**src/rtl/uart_pkg.sv**
```systemverilog
// Shared definitions for the parameterised UART transmitter:
// FSM state encoding, line-format encodings and the default oversample ratio.
package uart_pkg;

    // Baud-clock cycles per bit when the instantiating block does not override it
    localparam int DEFAULT_OVERSAMPLE = 16;

    // Transmit FSM states; PARITY is only reachable when parity support is built in
    typedef enum logic [2:0] {
        IDLE   = 3'd0,
        START  = 3'd1,
        DATA   = 3'd2,
        PARITY = 3'd3,
        STOP   = 3'd4
    } tx_state_t;

    // parity_mode port encoding
    typedef enum logic [1:0] {
        PAR_NONE = 2'b00,
        PAR_ODD  = 2'b01,
        PAR_EVEN = 2'b10,
        PAR_MARK = 2'b11
    } parity_mode_t;

    // num_stop_bit port encoding (00 and 01 both mean a single stop bit)
    typedef enum logic [1:0] {
        STOP_1   = 2'b00,
        STOP_1B  = 2'b01,
        STOP_1P5 = 2'b10,
        STOP_2   = 2'b11
    } stop_mode_t;

endpackage

```
**src/rtl/uart_tx_fifo.sv**
```systemverilog
// Synchronous FIFO feeding the UART transmitter.
// Writes are ignored while full and pops are ignored while empty, so the
// pointers can never be corrupted by an over- or under-run.
module uart_tx_fifo #(
    parameter int WIDTH = 9,
    parameter int DEPTH = 8
) (
    input  logic                      clk,
    input  logic                      reset,
    input  logic                      wr_en,
    input  logic [WIDTH-1:0]          wr_data,
    input  logic                      rd_en,
    output logic [WIDTH-1:0]          rd_data,
    output logic                      full,
    output logic                      empty,
    output logic [$clog2(DEPTH):0]    count
);

    localparam int AW = $clog2(DEPTH);

    logic [WIDTH-1:0] mem [DEPTH];
    logic [AW:0]      wr_ptr;
    logic [AW:0]      rd_ptr;
    logic             do_write;
    logic             do_pop;

    assign do_write = wr_en && !full;
    assign do_pop   = rd_en && !empty;

    // Pointers carry one extra wrap bit so full and empty are distinguishable
    always_ff @(posedge clk) begin
        if (reset) begin
            wr_ptr <= '0;
            rd_ptr <= '0;
        end else begin
            if (do_write) wr_ptr <= wr_ptr + (AW+1)'(1);
            if (do_pop)   rd_ptr <= rd_ptr + (AW+1)'(1);
        end
    end

    // Storage array; contents need no reset because the pointers define validity
    always_ff @(posedge clk) begin
        if (do_write) mem[wr_ptr[AW-1:0]] <= wr_data;
    end

    assign rd_data = mem[rd_ptr[AW-1:0]];
    assign count   = wr_ptr - rd_ptr;
    assign full    = (count == (AW+1)'(DEPTH));
    assign empty   = (count == '0);

endmodule

```
**src/rtl/uart_tx_param.sv**
```systemverilog
// Parameterised UART transmitter with a transmit FIFO and CTS/RTS flow control.
// Optional feature macro: UART_TX_PARITY_EN -- when defined, a parity bit is
// sent according to parity_mode; when undefined, parity_mode is ignored and
// frames never carry a parity bit.
module uart_tx_param
    import uart_pkg::*;
#(
    parameter int DATA_W     = 9,
    parameter int OVERSAMPLE = DEFAULT_OVERSAMPLE,
    parameter int FIFO_DEPTH = 8
) (
    input  logic                          baud_clock,
    input  logic                          reset,
    input  logic [DATA_W-1:0]             wr_data,
    input  logic                          wr_valid,
    output logic                          wr_ready,
    input  logic [3:0]                    data_length,
    input  logic [1:0]                    num_stop_bit,
    input  logic [1:0]                    parity_mode,
    input  logic                          tx_enable,
    input  logic                          n_CTS,
    output logic                          serial_data_out,
    output logic                          n_RTS,
    output logic                          tx_busy,
    output logic                          tx_done,
    output logic [$clog2(FIFO_DEPTH):0]   fifo_count
);

    localparam int CW = $clog2(2*OVERSAMPLE);
    localparam logic [CW-1:0] OS_LAST = CW'(OVERSAMPLE - 1);

    tx_state_t         state;
    logic [CW-1:0]     cnt;
    logic [3:0]        bit_cnt;

    logic [DATA_W-1:0] fifo_rd_data;
    logic              fifo_full;
    logic              fifo_empty;
    logic              start_ok;
    logic              pop;
    logic              next_bit;

    // Frame descriptor captured at the pop and held for the whole frame
    logic [DATA_W-1:0] data_q;
    logic [3:0]        len_q;
    logic [CW-1:0]     stop_last_q;
`ifdef UART_TX_PARITY_EN
    logic              par_en_q;
    logic              par_bit_q;
`else
    logic              unused_parity_mode;
    assign unused_parity_mode = ^parity_mode;
`endif

    // Out-of-range or longer-than-supported lengths fall back to DATA_W
    function automatic logic [3:0] eff_length(input logic [3:0] dl);
        if (dl >= 4'd5 && dl <= 4'(DATA_W)) return dl;
        else                                 return 4'(DATA_W);
    endfunction

    // Index of the final stop-bit cycle for the requested stop length
    function automatic logic [CW-1:0] stop_last(input logic [1:0] ns);
        case (stop_mode_t'(ns))
            STOP_1P5: return CW'(3*OVERSAMPLE/2 - 1);
            STOP_2:   return CW'(2*OVERSAMPLE - 1);
            default:  return CW'(OVERSAMPLE - 1);
        endcase
    endfunction

    // Select one bit of the frame word by a bit-counter value
    function automatic logic bit_at(input logic [DATA_W-1:0] d, input logic [3:0] idx);
        logic b;
        b = 1'b0;
        for (int i = 0; i < DATA_W; i++) begin
            if (4'(i) == idx) b = d[i];
        end
        return b;
    endfunction

`ifdef UART_TX_PARITY_EN
    // Parity over only the bits that will actually be sent
    function automatic logic parity_of(input logic [DATA_W-1:0] d,
                                       input logic [3:0]        len,
                                       input logic [1:0]        mode);
        logic acc;
        acc = 1'b0;
        for (int i = 0; i < DATA_W; i++) begin
            if (4'(i) < len) acc = acc ^ d[i];
        end
        case (parity_mode_t'(mode))
            PAR_ODD:  return ~acc;
            PAR_EVEN: return acc;
            PAR_MARK: return 1'b1;
            default:  return 1'b0;
        endcase
    endfunction
`endif

    uart_tx_fifo #(
        .WIDTH (DATA_W),
        .DEPTH (FIFO_DEPTH)
    ) u_fifo (
        .clk     (baud_clock),
        .reset   (reset),
        .wr_en   (wr_valid),
        .wr_data (wr_data),
        .rd_en   (pop),
        .rd_data (fifo_rd_data),
        .full    (fifo_full),
        .empty   (fifo_empty),
        .count   (fifo_count)
    );

    assign wr_ready = !fifo_full;
    assign start_ok = !fifo_empty && tx_enable && !n_CTS;
    // A frame starts from IDLE, or straight out of the last stop cycle
    assign pop      = start_ok &&
                      ((state == IDLE) || ((state == STOP) && (cnt == stop_last_q)));
    assign next_bit = bit_at(data_q, bit_cnt + 4'd1);

    // Latch the popped word and the line format for the frame being started
    always_ff @(posedge baud_clock) begin
        if (pop) begin
            data_q      <= fifo_rd_data;
            len_q       <= eff_length(data_length);
            stop_last_q <= stop_last(num_stop_bit);
`ifdef UART_TX_PARITY_EN
            par_en_q    <= (parity_mode != PAR_NONE);
            par_bit_q   <= parity_of(fifo_rd_data, eff_length(data_length), parity_mode);
`endif
        end
    end

    // Transmit FSM with registered line, busy and done outputs
    always_ff @(posedge baud_clock) begin
        if (reset) begin
            state           <= IDLE;
            cnt             <= '0;
            bit_cnt         <= '0;
            serial_data_out <= 1'b1;
            tx_busy         <= 1'b0;
            tx_done         <= 1'b0;
        end else begin
            tx_done <= 1'b0;
            case (state)
                IDLE: begin
                    if (pop) begin
                        state           <= START;
                        cnt             <= '0;
                        bit_cnt         <= '0;
                        serial_data_out <= 1'b0;
                        tx_busy         <= 1'b1;
                    end
                end
                START: begin
                    if (cnt == OS_LAST) begin
                        state           <= DATA;
                        cnt             <= '0;
                        bit_cnt         <= '0;
                        serial_data_out <= data_q[0];
                    end else begin
                        cnt <= cnt + CW'(1);
                    end
                end
                DATA: begin
                    if (cnt == OS_LAST) begin
                        cnt <= '0;
                        if (bit_cnt == len_q - 4'd1) begin
                            bit_cnt <= '0;
`ifdef UART_TX_PARITY_EN
                            if (par_en_q) begin
                                state           <= PARITY;
                                serial_data_out <= par_bit_q;
                            end else begin
                                state           <= STOP;
                                serial_data_out <= 1'b1;
                            end
`else
                            state           <= STOP;
                            serial_data_out <= 1'b1;
`endif
                        end else begin
                            bit_cnt         <= bit_cnt + 4'd1;
                            serial_data_out <= next_bit;
                        end
                    end else begin
                        cnt <= cnt + CW'(1);
                    end
                end
`ifdef UART_TX_PARITY_EN
                PARITY: begin
                    if (cnt == OS_LAST) begin
                        state           <= STOP;
                        cnt             <= '0;
                        bit_cnt         <= '0;
                        serial_data_out <= 1'b1;
                    end else begin
                        cnt <= cnt + CW'(1);
                    end
                end
`endif
                STOP: begin
                    if (cnt == stop_last_q) begin
                        cnt     <= '0;
                        bit_cnt <= '0;
                        if (pop) begin
                            state           <= START;
                            serial_data_out <= 1'b0;
                        end else begin
                            state   <= IDLE;
                            tx_busy <= 1'b0;
                        end
                    end else begin
                        cnt <= cnt + CW'(1);
                        // Registered pulse lands on the final stop cycle
                        if (cnt == stop_last_q - CW'(1)) tx_done <= 1'b1;
                    end
                end
                default: begin
                    state           <= IDLE;
                    cnt             <= '0;
                    bit_cnt         <= '0;
                    serial_data_out <= 1'b1;
                    tx_busy         <= 1'b0;
                end
            endcase
        end
    end

    // Request-to-send: asserted (low) while enabled and there is work queued or in flight
    always_ff @(posedge baud_clock) begin
        if (reset) n_RTS <= 1'b1;
        else       n_RTS <= !(tx_enable && (!fifo_empty || tx_busy));
    end

endmodule

```
**config.mk**
```make
export PLATFORM = sky130hd
export DESIGN_NAME = uart_tx_param
export DESIGN_NICKNAME = d
export VERILOG_FILES = /design/src/rtl/uart_pkg.sv /design/src/rtl/uart_tx_fifo.sv /design/src/rtl/uart_tx_param.sv
export SDC_FILE = /design/constraint.sdc
export NUM_CORES = 1
export LEC_CHECK = 0
export CORE_MARGIN = 3
export CORE_UTILIZATION = 55
export CTS_BUF_LIST = sky130_fd_sc_hd__clkbuf_4 sky130_fd_sc_hd__clkbuf_8 sky130_fd_sc_hd__clkbuf_16
export DETAILED_ROUTE_END_ITERATION = 8
export GPL_ROUTABILITY_DRIVEN = 1
export PLACE_DENSITY = 0.75
export SLEW_MARGIN = 20
export SYNTH_ARGS = -nofsm -noshare
export SYNTH_HDL_FRONTEND = slang
export SYNTH_SLANG_ARGS = --single-unit
```
**constraint.sdc**
```tcl
create_clock -name baud_clock -period 3.85 [get_ports baud_clock]
set_input_delay 0.5775 -clock baud_clock [delete_from_list [all_inputs] [get_ports baud_clock]]
set_output_delay 0.5775 -clock baud_clock [all_outputs]
set_load 0.02 [all_outputs]
```
==> run summary, run 1 <==
The worst setup path is captured at an output pin. The worst min-delay path endpoint is bit_cnt[3]. Post-synthesis area per instance: 13.5 sq um.

At the end of the flow, the number of nets in the layout was 449. TritonCTS built the clock tree. Path type of the worst min-delay path: reg -> reg. The critical path is of the reg -> out type. For this run, the leading register cell type out of synthesis is edfxtp_1. For the portion of total power attributed to the clock network, the log shows 23.7%.

The full die area was 10300 sq um; the peak clock frequency supported by timing was 0.285 GHz. The depth of the worst register-to-register path came out at 8. The top-level I/O count is 31.

The vertical extent of the die is 102 um, and the static leakage power is 2.01 nW. The share of synthesized area in the top cell type comes to 52.1%. In the post-synthesis netlist, the biggest area contributors are edfxtp_1 (52%), dfxtp_1 (9.6%), mux4_2 (8.5%), ha_1 (3.7%), nand2_1 (3.4%). STA classifies the critical path startpoint as a flop. The count of nets left with antenna violations after detail routing is 0, and the worst slew margin relative to its limit is 61.0%.

The largest total area in the synthesized netlist belongs to edfxtp_1. The total congestion overflow after global routing is 0. For the row count, the log shows 34. In this run the post-CTS setup repair buffer count came out at 0.

The part of the power in registers was 47.9%. The beginning of the worst register-to-register path was u_fifo.wr_ptr[0]. TritonCTS created 9 clock buffers.

The H-tree was split into 3 levels. The worst-case clock buffer depth came out at 2. Core area: 8810 sq um. Number of global-route vias before repair: 2976. Across the routed clock network, the largest skew measured is 0.0156 ns. The run gives 0 as the final-report hold violation count.

The number of gates resized after CTS was 0. Setup violations remaining at the end of the flow were counted as 0. The internal portion of the total power is 2.20 mW. Timing analysis after detailed placement gives a worst setup slack of 0.777 ns.

Worst supply voltage drop on vdd: 0.330 mV. Detailed routing inserted a total of 3046 vias. The final max-slew violation count came out at 0. The run gives 0.37 ns as the clock latency reported for the late side of the worst-skew pair. The die is 102 um wide. At the pin with the least slew margin, the transition time is 0.580 ns. In the synthesized netlist, the number of instances is 371. In this run, distinct cell masters in the synthesized netlist total 54. The number of cells on the worst hold path was 2.

Setup repair after global routing left no endpoint under its margin. The routed design has 9.37 mm of wire. The count of buffers added on input and output ports is 28.

The synthesized flop and latch total is 111. The endpoint identified for the worst register-to-register timing path is len_q[0]. STA puts the critical path data arrival time at 2.94 ns.

The final-layout setup total negative slack came out at 0 ns. The share of total power in combinational logic is 28.4%, and the average wire per standard cell is 17.9 um. The first global-routing pass estimated 15.1 mm of wire. The required time of the critical path came out at 3.27 ns.

The final cycle utilization of the critical path works out to 91.2%. The flow ran to the end, and the final reports show no timing, DRC or antenna violations. Yosys mapped a number of flops with a built-in enable equal to 87. The pre-antenna-repair detailed-routing pass consisted of 4 iterations.

Clock-pin slew was measured on the worst setup and hold paths at 0.12 ns. Counting flops with an async set or reset pin after synthesis yields a share of 0%. Number of antenna violations at the first check in global routing: 0. The tools report the detailed router's first-iteration violation count as 116. Post-detailed-route DRC marker count: 0. The logs give 19.5% for the total routing usage reported by global routing and 5020 sq um for the post-synthesis cell area. For the max-capacitance violation count, the log shows 0. The logs give 23 for the largest net degree at the start of global routing and 3.20 mW for the total design power. The share of layout cells above drive strength 1 works out to 14.9%. The setup check on the worst reg-to-reg path leaves a slack of 0.97 ns.

Counting I/O delays and the setup requirement, the final critical path takes 3.51 ns. Antenna cell count: 0. After detailed routing, the number of vias per cell comes to 5.81. The area growth from synthesis to layout is 14.2%. The estimated wirelength of the detail-placed design came out at 6.25 mm. In this run the most critical hold path is launched from bit_cnt[3].

For this run, the number of Yosys warnings is 0. The tools report the clock root buffer as clkbuf_8. The tools report the part of the Yosys area used for sequential elements as 61.6%. For this design, the CTS-stage hold fixing added 0 buffers.

For this design the total switching power over the nets is 1.00 mW. Net switching is 31.4% of the power. The final critical-path setup slack is 0.337 ns, and the power density over cell area is 559 nW/um^2. Clock tree synthesis found a total of 111 sinks. For this configuration, the core starts out at a cell density of 57.0%. The routability-driven placement congestion ratio came out at 0.821. The synthesized netlist net count was 409; the largest fanout on the critical path was 6.
-- synthesized netlist by cell type (3+ instances only) --
cell type and instances:
edfxtp_1 87, nand2_1 45, dfxtp_1 24, inv_1 24, mux4_2 19, ha_1 15, nor2_1 15, nand3_1 14
clkbuf_1 11, nor4_1 10, o21ai_0 9, a21oi_1 8, xor2_1 8, nor2b_1 7, mux2i_1 6, or3_1 5
o31ai_1 4, xnor2_1 4, a31oi_1 3, buf_2 3, nor3_1 3, nor3b_1 3, o311ai_0 3
-- worst max path at each step --
stage / startpoint / to / slack [ns] / depth (start not counted)
after floorplan: u_fifo.wr_ptr[0] / u_fifo.wr_ptr[3] / 0.79 / 8
after global placement: u_fifo.wr_ptr[0] / wr_ready / 0.84 / 7
after detailed placement: u_fifo.wr_ptr[0] / wr_ready / 0.78 / 7
after CTS: u_fifo.wr_ptr[0] / wr_ready / 0.34 / 7
after global routing: u_fifo.wr_ptr[0] / wr_ready / 0.19 / 7
final: u_fifo.wr_ptr[0] / wr_ready / 0.34 / 7
-- stage by stage --
stage / utilization [%] / cells / hold WS (ns) / cell area [sq um]
5_1_grt: 65.1 / 524 / 0.566 / 5730
3_5_place_dp: 62.5 / 508 / 0.520 / 5500
4_1_cts: 65.1 / 524 / 0.536 / 5730
2_1_floorplan: - / 371 / 0.471 / 5020
6_report: 65.1 / 524 / 0.533 / 5730
3_3_place_gp: 62.5 / 508 / 0.482 / 5500
-- power groups by stage --
stage	clock network, mW	logic (mW)	registers, mW
final	0.760	0.910	1.53
after global routing	0.827	0.999	1.55
after CTS	0.783	0.919	1.53
after detailed placement	0	0.915	1.56
after global placement	0	0.897	1.55
after floorplan	0	0.611	1.56
-- critical path: stages, from the launching register on --
cell,delay (ns)
dfxtp_1,0.46
inv_1,0.18
ha_1,0.24
fa_1,0.38
xor2_1,0.20
nand3_1,0.21
or3_1,0.35
clkdlybuf4s50_1,0.54
-- cell type report --
| class | count | area (sq um) |
|---|---|---|
| Multi-Input combinational cell | 220 | 1780 |
| Tap cell | 108 | 135 |
| Clock buffer | 9 | 124 |
| Inverter | 25 | 93.8 |
| Fill cell | 630 | 3080 |
| Sequential cell | 111 | 3090 |
| Clock inverter | 7 | 103 |
| Timing Repair Buffer | 44 | 400 |
-- layer usage --
layer / GRT usage, % / vias to the layer above / wire, um
li1: - / 1469 / -
met1: 25.2 / 1495 / 3930
met2: 33.3 / 73 / 4980
met3: 4.20 / 9 / 344
met4: 5.93 / 0 / 123
met5: 0 / - / 0
-- logic make-up after synthesis --
| logic type | Yosys count | synth area share, % |
|---|---|---|
| xor gates and xnor gates | 13 | 2.54 |
| adders and majority gates | 16 | 4.14 |
| muxes | 27 | 10.2 |
| and+or+nand+nor | 115 | 11.3 |
| AOI/OAI and AO/OA | 49 | 7.08 |
| DFF | 111 | 61.6 |
| buffers and inverters | 40 | 3.14 |
-- sequential cells by signal, summed over array words and instances, names as in the netlist --
name and count:
tx_busy 1, u_fifo.rd_ptr 4, data_q 9, tx_done 1, len_q 4, u_fifo.wr_ptr 4
state 3, u_fifo.mem 72, bit_cnt 4, n_RTS 1, cnt 5, stop_last_q 2
serial_data_out 1
-- layout by cell type (no fill, tap or decap), types with 3 or more instances in the layout --
master | synthesis | routed
nor3_1 | 3 | 3
clkbuf_8 | 0 | 9
nand3_1 | 14 | 14
edfxtp_1 | 87 | 87
mux2i_1 | 6 | 6
ha_1 | 15 | 15
nor2_1 | 15 | 15
nand2_1 | 45 | 45
nor3b_1 | 3 | 3
o21ai_0 | 9 | 9
xor2_1 | 8 | 8
o31ai_1 | 4 | 4
nor2b_1 | 7 | 7
clkdlybuf4s50_1 | 0 | 28
a21oi_1 | 8 | 8
xnor2_1 | 4 | 4
nor4_1 | 10 | 8
a31oi_1 | 3 | 3
buf_4 | 1 | 16
dfxtp_1 | 24 | 24
or3_1 | 5 | 5
mux4_2 | 19 | 19
o311ai_0 | 3 | 3
inv_1 | 24 | 24
Power figures use the tool's default switching activity.
==> run 2, diff against run 1 <==
- ABC_AREA: not set -> 1
==> run summary, run 2 <==
The run gives 31 as the top-level I/O count. The minimum clock period is 3.16 ns, and the required time of the critical path is 3.27 ns. Async set-reset flop share out of synthesis: 0%. The number of nets handed over by synthesis was 531.

Type of origin of the critical path: a flop. The average wire per standard cell came out at 14.2 um. Setup repair after global routing left no endpoint under its margin. For the static leakage power, the log shows 2.15 nW.

Entering global routing, the biggest net connects 40 pins. The run gives 0 as the number of resized instances in the post-cts repair step. TritonCTS built the clock tree.

The logs give 0 for the number of antenna violations at the first check in global routing and 0 for the number of warnings reported in the yosys synthesis log. The tools report the routed via count as 3479. The tools report the part of the Yosys area used for sequential elements as 61.9%. The logs give 5000 sq um for the post-synthesis cell area and 0 for the final-report hold violation count. In this run the clock root is driven by a clkbuf_8.

The longest clock path from root to sink contains 2 buffers. By instance count, the leading cell after synthesis is nor2_1. The share of layout cells above drive strength 1 is 9.36%, and the number of cells produced by synthesis is 493. The final setup violation count was 0; the total congestion overflow after global routing was 0. Clock-pin slew was measured on the worst setup and hold paths at 0.11 ns. The row count is 34, and the effective utilization at floorplan is 57.0%. In this run, synthesis inferred 87 flip-flops with an integrated enable. The run finished with clean final reports. The H-tree generated during clock tree synthesis spans 3 levels. The register with the most flip-flops in the layout has 72 of them. The tools report the count of nets left with antenna violations after detail routing as 0. The tools report the detailed router's first-iteration violation count as 181.

Path type of the worst min-delay path: reg -> reg. The clock latency reported for the late side of the worst-skew pair is 0.37 ns. For this design the ratio of total power to cell area is 660 nW/um^2. After detailed routing, the number of vias per cell comes to 5.42. The area growth from synthesis to layout was 13.0%; the full die area was 10300 sq um. After synthesis, the most frequently instantiated cells are nor2_1 (102), edfxtp_1 (87), nand2_1 (55), o21ai_0 (44), inv_1 (42). 0 antenna diodes ended up in the layout. For this run, the number of standard cells in the final layout without fillers is 642. The first global-routing pass estimated 14.7 mm of wire. Summed over all layers, the routed wires come to 9.12 mm. The critical path is of the reg -> out type. The sort of element at the end of the critical path is an output pin. The synthesized flop and latch total is 111. Routability-driven placement finished with a final weighted congestion of 0.852. In the post-synthesis netlist, the biggest area contributors are edfxtp_1 (52%), dfxtp_1 (9.6%), nor2_1 (7.7%), o21ai_0 (4.4%), nand2_1 (4.1%). For the final max-slew violation count, the log shows 0.

In this run, post-CTS hold repair placed 0 buffers. For this run, design rule violations remaining after detail routing come to 0. The beginning of the worst register-to-register path was u_fifo.rd_ptr[2]. The total CTS buffers is 9.

For the pin with the worst max-slew slack, the measured transition is 0.995 ns. The die is 101 um wide. Input and output buffers added on the ports amount to 28. The largest area contributor in the synthesized netlist was edfxtp_1.

The clock net in this run drives a total of 111 sinks. Once placement completed, the tool counted placed cells totaling 626. The worst slew margin relative to its limit came out at 33.6%. The top cell type's share of synthesized area was 52.3%; the max-capacitance violation count was 0. After floorplanning, the core was sized to cover 8760 sq um.

The run gives 0.303 mV as the worst supply voltage drop on vdd. Adding up every negative setup slack in the final design gives 0 ns. The library cell used most frequently in the layout, excluding fill and tap cells, is nor2_1.

The first detailed-routing pass ran for 5 iterations. The source of the critical timing path is u_fifo.rd_ptr[2]. The count of unique library cells instantiated by Yosys was 34.

Post-CTS timing repair inserted 0 buffers for setup. After the last flow step, the layout net total stands at 567. In this run the most critical hold path is launched from serial_data_out. In this run the worst path has a maximum fanout of 19. The vertical extent of the die is 101 um, and the worst clock skew on the final layout is 0.0177 ns. Leaving out fill and tap cells, the most frequent cells in the layout are nor2_1 (102), edfxtp_1 (87), nand2_1 (55), o21ai_0 (44), inv_1 (42). The run gives 0.488 ns as the worst hold margin. The HPWL after detailed placement is 6.29 mm.

Data on the critical path arrives at its endpoint at 2.58 ns. The tools report the number of global-route vias before repair as 3202. Among all flip-flop cells after synthesis, the most frequent one is edfxtp_1. In the global route stage, overall resource usage came out at 18.2%.

In the finished design, the share of the clock period the worst path needs comes to 82.1%. The total design power came out at 3.73 mW. The peak clock frequency supported by timing came out at 0.317 GHz. The post-synthesis area per instance came out at 10.1 sq um.
-- run 2: changes by cell type after synthesis, sizes merged, moves of 6 or more --
| cell | before | now |
|---|---|---|
| mux2i | 6 | 0 |
| nor4 | 10 | 0 |
| a21oi | 8 | 15 |
| nor2b | 7 | 0 |
| inv | 24 | 48 |
| nand2 | 45 | 62 |
| o21ai | 10 | 52 |
| nand3 | 14 | 21 |
| mux4 | 19 | 0 |
| o22ai | 0 | 10 |
| a31oi | 3 | 10 |
| nor2 | 15 | 103 |
-- run 2: metal layers --
metal / track usage [%] / vias to the layer above / wire length (um)
li1: - / 1755 / -
met1: 23.4 / 1657 / 4060
met2: 31.1 / 61 / 4540
met3: 3.93 / 6 / 420
met4: 5.73 / 0 / 96
met5: 0 / - / 0
-- run 2: cells by family (layout without fill, tap and decap cells) --
| logic type | count (synthesis) | in the layout | synth area share, % |
|---|---|---|---|
| AND/OR/NAND/NOR | 200 | 200 | 17.3 |
| XOR/XNOR | 9 | 9 | 1.58 |
| flip-flops | 111 | 111 | 61.9 |
| buffers and inverters | 65 | 106 | 4.98 |
| AO/OA/AOI/OAI | 92 | 92 | 10.1 |
| adder cells (fa/ha/maj) | 16 | 16 | 4.16 |
-- run 2: final timing paths --
kind | cells past startpoint | to | slack, ns
min | 2 | serial_data_out | 0.49
max | 9 | wr_ready | 0.69
max reg2reg | 13 | u_fifo.mem[4][3] | 1.33
min reg2reg | 2 | serial_data_out | 0.49
-- run 2: final cells by class --
type	instances	area, sq um
repair buffers	41	378
flip-flops and latches	111	3090
inverters	49	184
clock inverters	7	80.1
clock buffers	9	124
fillers	689	3110
multi-input cells	317	1660
well taps	108	135
-- run 2: critical path, stage by stage (launching register included) --
cell and delay, ns:
dfxtp_1 0.41, clkinv_1 0.08, buf_4 0.20, ha_1 0.36, a21oi_1 0.20, nand2_1 0.07, o21ai_1 0.12, nand2_1 0.11
nand2_2 0.09, clkdlybuf4s50_1 0.60
-- run 2: per-stage QoR --
stage,util (%),setup WS [ns],instance area (sq um)
2_1_floorplan,-,0.928,5000
3_3_place_gp,62.1,1.12,5450
3_5_place_dp,62.1,1.09,5450
4_1_cts,64.5,0.666,5650
5_1_grt,64.5,0.513,5650
6_report,64.5,0.691,5650
-- run 2: power by group --
group | internal (mW) | switching [mW]
clock network | 0.262 | 0.430
registers | 1.51 | 0.101
logic | 0.515 | 0.914
total | 2.29 | 1.44
